===== src/rtl/mem_ram_clr_if.sv =====
// Bus bundle for mem_ram_clr: clear control, byte-enabled write port,
// registered read port and the sticky range-error flag.
interface mem_ram_clr_if #(
    parameter int unsigned WIDTH = 32,
    parameter int unsigned DEPTH = 64
);
    localparam int unsigned AW = (DEPTH > 1) ? $clog2(DEPTH) : 1;
    localparam int unsigned NB = WIDTH / 8;

    logic             clr_req;
    logic             busy;
    logic             we;
    logic [NB-1:0]    be;
    logic [AW-1:0]    waddr;
    logic [WIDTH-1:0] wdata;
    logic             re;
    logic [AW-1:0]    raddr;
    logic [WIDTH-1:0] rdata;
    logic             rvalid;
    logic             err;

    // Requester side: drives commands, observes status and read data.
    modport master (
        output clr_req, we, be, waddr, wdata, re, raddr,
        input  busy, rdata, rvalid, err
    );

    // RAM side.
    modport slave (
        input  clr_req, we, be, waddr, wdata, re, raddr,
        output busy, rdata, rvalid, err
    );
endinterface


===== src/rtl/mem_ram_clr.sv =====
// Single-clock RAM with byte-enabled write, 1-cycle registered read and a
// clear engine that fills every word with CLR_VAL after reset or on request.
// Accesses to addresses >= DEPTH are dropped (write) or return zero (read)
// and raise a sticky error flag.
module mem_ram_clr #(
    parameter int unsigned     WIDTH   = 32,
    parameter int unsigned     DEPTH   = 64,
    parameter logic [WIDTH-1:0] CLR_VAL = '0
) (
    input logic          clk,
    input logic          rst_n,
    mem_ram_clr_if.slave bus
);
    localparam int unsigned AW = (DEPTH > 1) ? $clog2(DEPTH) : 1;
    localparam int unsigned NB = WIDTH / 8;

    // One extra bit so DEPTH itself is representable for range compares.
    localparam logic [AW:0]   DepthW   = (AW + 1)'(DEPTH);
    localparam logic [AW-1:0] LastAddr = AW'(DEPTH - 1);

    localparam logic [0:0] StClear = 1'b0;
    localparam logic [0:0] StReady = 1'b1;

    // Parameter sanity checks at elaboration time.
    if ((WIDTH % 8) != 0 || WIDTH == 0) begin : g_bad_width
        $error("mem_ram_clr: WIDTH must be a non-zero multiple of 8");
    end
    if (DEPTH < 2) begin : g_bad_depth
        $error("mem_ram_clr: DEPTH must be at least 2");
    end

    logic [WIDTH-1:0] mem_q [DEPTH];

    logic [0:0]       state_q,   state_d;
    logic [AW-1:0]    clr_cnt_q, clr_cnt_d;
    logic [WIDTH-1:0] rdata_q,   rdata_d;
    logic             rvalid_q,  rvalid_d;
    logic             err_q,     err_d;

    // Single internal write port shared by the clear engine and the bus.
    logic             mem_we;
    logic [AW-1:0]    mem_addr;
    logic [WIDTH-1:0] mem_wdata;
    logic [NB-1:0]    mem_be;

    logic waddr_ok;
    logic raddr_ok;

    assign waddr_ok = ({1'b0, bus.waddr} < DepthW);
    assign raddr_ok = ({1'b0, bus.raddr} < DepthW);

    // Next-state: clear sweep, request handling, write/read decode.
    always_comb begin
        state_d   = state_q;
        clr_cnt_d = clr_cnt_q;
        rdata_d   = rdata_q;
        rvalid_d  = 1'b0;
        err_d     = err_q;
        mem_we    = 1'b0;
        mem_addr  = bus.waddr;
        mem_wdata = bus.wdata;
        mem_be    = bus.be;

        unique case (state_q)
            StClear: begin
                // Bus requests are ignored; the sweep owns the write port.
                mem_we    = 1'b1;
                mem_addr  = clr_cnt_q;
                mem_wdata = CLR_VAL;
                mem_be    = '1;
                if (clr_cnt_q == LastAddr) begin
                    state_d   = StReady;
                    clr_cnt_d = '0;
                end else begin
                    clr_cnt_d = clr_cnt_q + AW'(1);
                end
            end
            StReady: begin
                if (bus.clr_req) begin
                    // Clear wins over any same-cycle access.
                    state_d   = StClear;
                    clr_cnt_d = '0;
                    err_d     = 1'b0;
                end else begin
                    if (bus.we) begin
                        if (waddr_ok) begin
                            mem_we = 1'b1;
                        end else begin
                            err_d = 1'b1;
                        end
                    end
                    if (bus.re) begin
                        rvalid_d = 1'b1;
                        if (raddr_ok) begin
                            // Old contents: the array updates at the same edge.
                            rdata_d = mem_q[bus.raddr];
                        end else begin
                            rdata_d = '0;
                            err_d   = 1'b1;
                        end
                    end
                end
            end
            default: begin
                state_d = StClear;
            end
        endcase
    end

    // Control and read-port registers with asynchronous reset.
    always_ff @(posedge clk or negedge rst_n) begin
        if (!rst_n) begin
            state_q   <= StClear;
            clr_cnt_q <= '0;
            rdata_q   <= '0;
            rvalid_q  <= 1'b0;
            err_q     <= 1'b0;
        end else begin
            state_q   <= state_d;
            clr_cnt_q <= clr_cnt_d;
            rdata_q   <= rdata_d;
            rvalid_q  <= rvalid_d;
            err_q     <= err_d;
        end
    end

    // Storage array, byte-granular write; deliberately not reset.
    always_ff @(posedge clk) begin
        if (mem_we) begin
            for (int i = 0; i < NB; i++) begin
                if (mem_be[i]) begin
                    mem_q[mem_addr][8*i +: 8] <= mem_wdata[8*i +: 8];
                end
            end
        end
    end

    assign bus.busy   = (state_q == StClear);
    assign bus.rdata  = rdata_q;
    assign bus.rvalid = rvalid_q;
    assign bus.err    = err_q;

    // The sweep counter never runs past the last word, and no read can
    // complete while the engine is running.
    always_ff @(posedge clk) begin
        if (rst_n) begin
            assert ({1'b0, clr_cnt_q} < DepthW)
                else $error("mem_ram_clr: clr_cnt out of range");
            if (state_q == StClear) begin
                assert (!rvalid_q)
                    else $error("mem_ram_clr: rvalid during clear");
            end
        end
    end
endmodule


===== src/flat_wrapper.sv =====
// flat-port wrapper written by rule: the top's interface ports become plain ports
module mem_ram_clr_flat 
#(
    parameter int unsigned     WIDTH   = 32,
    parameter int unsigned     DEPTH   = 64,
    parameter logic [WIDTH-1:0] CLR_VAL = '0
)
  (clk, rst_n, bus_clr_req, bus_we, bus_be, bus_waddr, bus_wdata, bus_re, bus_raddr, bus_busy, bus_rdata, bus_rvalid, bus_err);
  mem_ram_clr_if #(.WIDTH(WIDTH), .DEPTH(DEPTH)) bus_i ();
  input logic clk;
  input logic rst_n;
  input wire logic [$bits(bus_i.clr_req)-1:0] bus_clr_req;
  input wire logic [$bits(bus_i.we)-1:0] bus_we;
  input wire logic [$bits(bus_i.be)-1:0] bus_be;
  input wire logic [$bits(bus_i.waddr)-1:0] bus_waddr;
  input wire logic [$bits(bus_i.wdata)-1:0] bus_wdata;
  input wire logic [$bits(bus_i.re)-1:0] bus_re;
  input wire logic [$bits(bus_i.raddr)-1:0] bus_raddr;
  output wire logic [$bits(bus_i.busy)-1:0] bus_busy;
  output wire logic [$bits(bus_i.rdata)-1:0] bus_rdata;
  output wire logic [$bits(bus_i.rvalid)-1:0] bus_rvalid;
  output wire logic [$bits(bus_i.err)-1:0] bus_err;
  assign bus_i.clr_req = bus_clr_req;
  assign bus_i.we = bus_we;
  assign bus_i.be = bus_be;
  assign bus_i.waddr = bus_waddr;
  assign bus_i.wdata = bus_wdata;
  assign bus_i.re = bus_re;
  assign bus_i.raddr = bus_raddr;
  assign bus_busy = bus_i.busy;
  assign bus_rdata = bus_i.rdata;
  assign bus_rvalid = bus_i.rvalid;
  assign bus_err = bus_i.err;
  mem_ram_clr #(.WIDTH(WIDTH), .DEPTH(DEPTH), .CLR_VAL(CLR_VAL)) u_core (.clk(clk), .rst_n(rst_n), .bus(bus_i));
endmodule

===== config.mk =====
export PLATFORM = sky130hd
export DESIGN_NAME = mem_ram_clr_flat
export DESIGN_NICKNAME = d
export VERILOG_FILES = /design/src/rtl/mem_ram_clr_if.sv /design/src/rtl/mem_ram_clr.sv /design/src/flat_wrapper.sv
export SDC_FILE = /design/constraint.sdc
export NUM_CORES = 2
export LEC_CHECK = 0
export BUFFER_PORTS_ARGS = -buffer_cell sky130_fd_sc_hd__buf_2
export CORE_ASPECT_RATIO = 2
export CORE_UTILIZATION = 46
export DETAILED_ROUTE_END_ITERATION = 7
export GPL_TIMING_DRIVEN = 0
export PLACE_DENSITY = 0.73
export SYNTH_ARGS = -nofsm -noshare
export SYNTH_HDL_FRONTEND = slang
export SYNTH_SLANG_ARGS = --single-unit

===== constraint.sdc =====
create_clock -name clk -period 6.15 [get_ports clk]
set_input_delay 1.23 -clock clk [delete_from_list [all_inputs] [get_ports clk]]
set_output_delay 1.23 -clock clk [all_outputs]
set_load 0.01 [all_outputs]

* Yosys cells after proc, flatten, opt, wreduce, memory -nomap -nowiden *
Memories as Yosys holds them, arrays and structs flattened. A register that Yosys moved wholly into a read port is not among the register bits.
Index checks and enable logic that the tools add are counted.

cells by class
  add/subtract/negate cells = 1
  eq/ne operators = 2
  mux-type cells = 27
  bitwise gates (word level) = 2
  reductions and logical operators = 2

operators with widths
  kind                   count
  $mux W32               1
  $mux W1                19
  $mux W6                3
  $pmux W6 S2            1
  $add A6 B1 Y6 const B  1
  $eq A6 B6 Y1 const B   1
  $mux W4                1
  $pmux W1 S2            2
  $reduce_and A3 Y1      1
  $ne A2 B2 Y1 const B   1
  $not A1 Y1             2
  $logic_not A1 Y1       1

word-level totals
  register bits after elaboration = 8
  bits in writable memories = 2048
  input port bits = 53
  output and inout bits = 35
  logic and storage cells = 38
  memories kept = 1

memory list
  name          depth  bits a word  read ports  clocked after memory_dff  wr ports  RTL line           RTL
  u_core.mem_q  64     32           1           1                         1         mem_ram_clr.sv:32  logic [WIDTH-1:0] mem_q [DEPTH];

* Logic depth before layout (Yosys ltp) *
  depth after elaboration = 5
  depth in mapped cells = 11
  gate-level depth less buffers = 6

* Worst setup path after synthesis *
No wires, ideal clock.

  path type = input to register
  start point = input port bus_raddr[4]
  end point = register u_core.rdata_q[0] (netlist: u_core.bus.rdata[0]), read port of u_core.mem_q
  setup time = 0.126 ns
  data arrival time = 3.157 ns
  data required time = 6.024 ns
  slack = 2.867 ns
  cell stages on the path = 8
  cells stage by stage = buf_2 buf_2 clkbuf_1 mux4_2 mux4_2 o22ai_1 a211oi_1 a221o_1

RTL lines
  item                RTL line            RTL
  start: declaration  flat_wrapper.sv:18  input wire logic [$bits(bus_i.raddr)-1:0] bus_raddr;
  end: declaration    mem_ram_clr.sv:36   logic [WIDTH-1:0] rdata_q, rdata_d;

==> qor.csv <==
metric;value;unit
yosysSeqAreaShare;0.7688;
power.density;352.8;nW/um^2
die_y;596.5;microns
reg2reg_depth;6;
leakage;29.96;nW
cts_setup_buffers;0;
drive_above_1_share;0.1899;
cts_resized;0;
drv_cap;7;
cts-root-buf;clkbuf_16;
core;175100;sq um
cts_hold_buf;0;
end_kind;register;
setup_ws;0.9963;ns
worstPathCellList;clkbuf_1 > buf_2 > clkbuf_2 > clkbuf_1 > a211oi_1 > a2111oi_0 > a31oi_1 > o211ai_1 > a221o_1;
io_buffers;80;
synth-seq-cells;2088;
track_usage;0.2697;
drv_slew;65;
post-route-period-util;0.8380;
setup_viol;0;
dr.first_iter.drc_count;4764;
synth_edf_count;2048;
grt_setup_unrepaired;false;
via_count;41915;
ioPinCount;88;
final_area;90560;sq um
crit_top_cell;clkbuf_1;
ctsLongestPathBuffers;4;
tritoncts;done;
tightest_slew;1.610;ns
worstSetupStartpoint;bus_raddr[2];
area_growth;11.40;%
syn_area_per_cell;19.99;sq um
worstSetupStartpointType;input port;
syn_inst;4066;
htree_levels;4;
wl;240.7;mm
rows;217;
crit_slowest_cell;a2111oi_0;
n_fill_cell;13386;
placed_area;85310;sq um
min_path_cells;1;
place_inst;6479;
antenna_found_initial;15;
first_global_vias;43794;
gp_congestion;1.022;
place_ws;0.3112;ns
relSlewSlack;-0.07322;
arrival;5.90;ns
fmax;0.1940;GHz
grt_overflow;0;
path_max_fanout;10;
hp-class;reg -> reg;
critPathMaxStageDelay;1.07;ns
status;complete, but fails checks;
initial_core_util;0.4642;
clk_pin_slew;0.07;ns
synth_nets;4120;
wl_per_cell;35.50;microns
worstPathRequired;6.90;ns
yosysWarnings;0;
r2r_start;u_core.state_q;
critPathKind;in -> reg;
synth_cell_type_count;40;
synthArstFlopShare;0.01916;
grt_max_degree;59;
skew;0.03992;ns
finalNonFillerCells;6779;
drc;0;
violations;capacitance limit, slew limit;
clkSinkCount;2088;
grt_pass1_wl;330.6;mm
power;0.03195;W
postRouteAntennaNets;0;
cts_buffers;168;
hold_start;u_core.bus.rdata[12];
viasPerCell;6.183;
hold_viol;0;
clk_latency;0.85;ns
setup_tns;0;ns
dieArea;178500;sq um
syn_area;81290;sq um
min_period;5.154;ns
place_hpwl;176.0;mm
synthFlopType;edfxtp_1;
ir_drop;0.0002451;V
dieWidth;299.3;microns
final_nets;4406;
first_pass_iters;6;
-- registers in the layout, indices dropped and copies added, names as in the netlist --
register / count
u_core.mem_q: 2048
u_core.bus.rdata: 32
u_core.clr_cnt_q: 6
u_core.bus.rvalid: 1
u_core.state_q: 1
-- through the flow --
stage	hold WS, ns	utilization
after floorplan	0.5518	-
after global placement	0.4982	0.4829
after detailed placement	0.5087	0.4871
after CTS	0.5296	0.5168
after global routing	0.5622	0.5171
final	0.5254	0.5171
-- layer usage --
layer	share of wire	track usage
met1	0.29	0.2542
met4	0.10	0.2359
met2	0.55	0.4997
met5	0.000087	0
met3	0.064	0.04119
-- final cells by class --
cell class / count / area (sq um) / share of cell area
Tap cell: 2299 / 2877 / 0.03176
Sequential cell: 2088 / 62500 / 0.6902
Clock buffer: 205 / 4428 / 0.04890
Buffer: 247 / 1170 / 0.01292
Multi-Input combinational cell: 1729 / 17680 / 0.1953
Clock inverter: 88 / 770.7 / 0.008511
Antenna cell: 5 / 12.51 / 0.0001382
Timing Repair Buffer: 116 / 1112 / 0.01228
Inverter: 2 / 7.507 / 0.00008290
-- layout by cell type, fill, tap and decap left out, types with 36 or more instances in the layout --
| master | count |
|---|---|
| mux2i_1 | 451 |
| nor2_1 | 264 |
| buf_2 | 183 |
| dfrtp_1 | 40 |
| a22oi_1 | 160 |
| nand3_1 | 65 |
| clkbuf_16 | 172 |
| clkbuf_1 | 130 |
| clkinv_1 | 41 |
| edfxtp_1 | 2048 |
| mux4_2 | 320 |
| nor2b_1 | 36 |
| a211oi_1 | 64 |
| nand2_1 | 48 |
-- Yosys cell counts, drive strengths merged (34+ instances only) --
cell,number,area [sq um]
a22oi,160,1201
a211oi,64,480.5
and2,35,219.0
mux4,320,7207
o22ai,34,212.7
nand2,48,180.2
o21ai,37,185.2
nand3,65,325.3
nor2,265,997.2
mux2i,452,4524
edfxtp,2048,61500
buf,147,789.5
mux2,36,405.4
dfrtp,40,1001
clkbuf,100,375.4
nor2b,36,225.2
-- logic make-up after synthesis --
kind of cell,after synthesis,synth area share
fa+ha+maj,1,0.0001539
simple gates,457,0.02460
mux,808,0.1493
flops,2088,0.7688
compound gates,459,0.04231
xor+xnor,3,0.0003233
other cells,1,0.00004613
buf+inv,249,0.01442
-- report_power, final --
| part | switching (W) | internal [W] | leakage [nW] |
|---|---|---|---|
| clock | 0.00496 | 0.00568 | 2.51 |
| sequential | 0.000410 | 0.0167 | 19.8 |
| combinational | 0.00322 | 0.000999 | 7.61 |
-- critical path: cells and delay by family --
family	cells	cell delay, ns
buf+inv	4	2.73
compound gates	5	1.91
-- worst paths after layout --
| path | endpoint | slack, ns |
|---|---|---|
| setup / recovery | u_core.bus.rdata[12] | 1.0 |
| hold / removal | u_core.bus.rdata[12] | 0.53 |
| setup reg to reg | u_core.mem_q[48][30] | 1.30 |
| hold reg to reg | u_core.bus.rdata[12] | 0.53 |
| max in group asynchronous | u_core.bus.rdata[20] | 4.55 |
| min in group asynchronous | u_core.bus.rdata[9] | 0.69 |
Note: power is estimated with default switching activity, not from simulation.
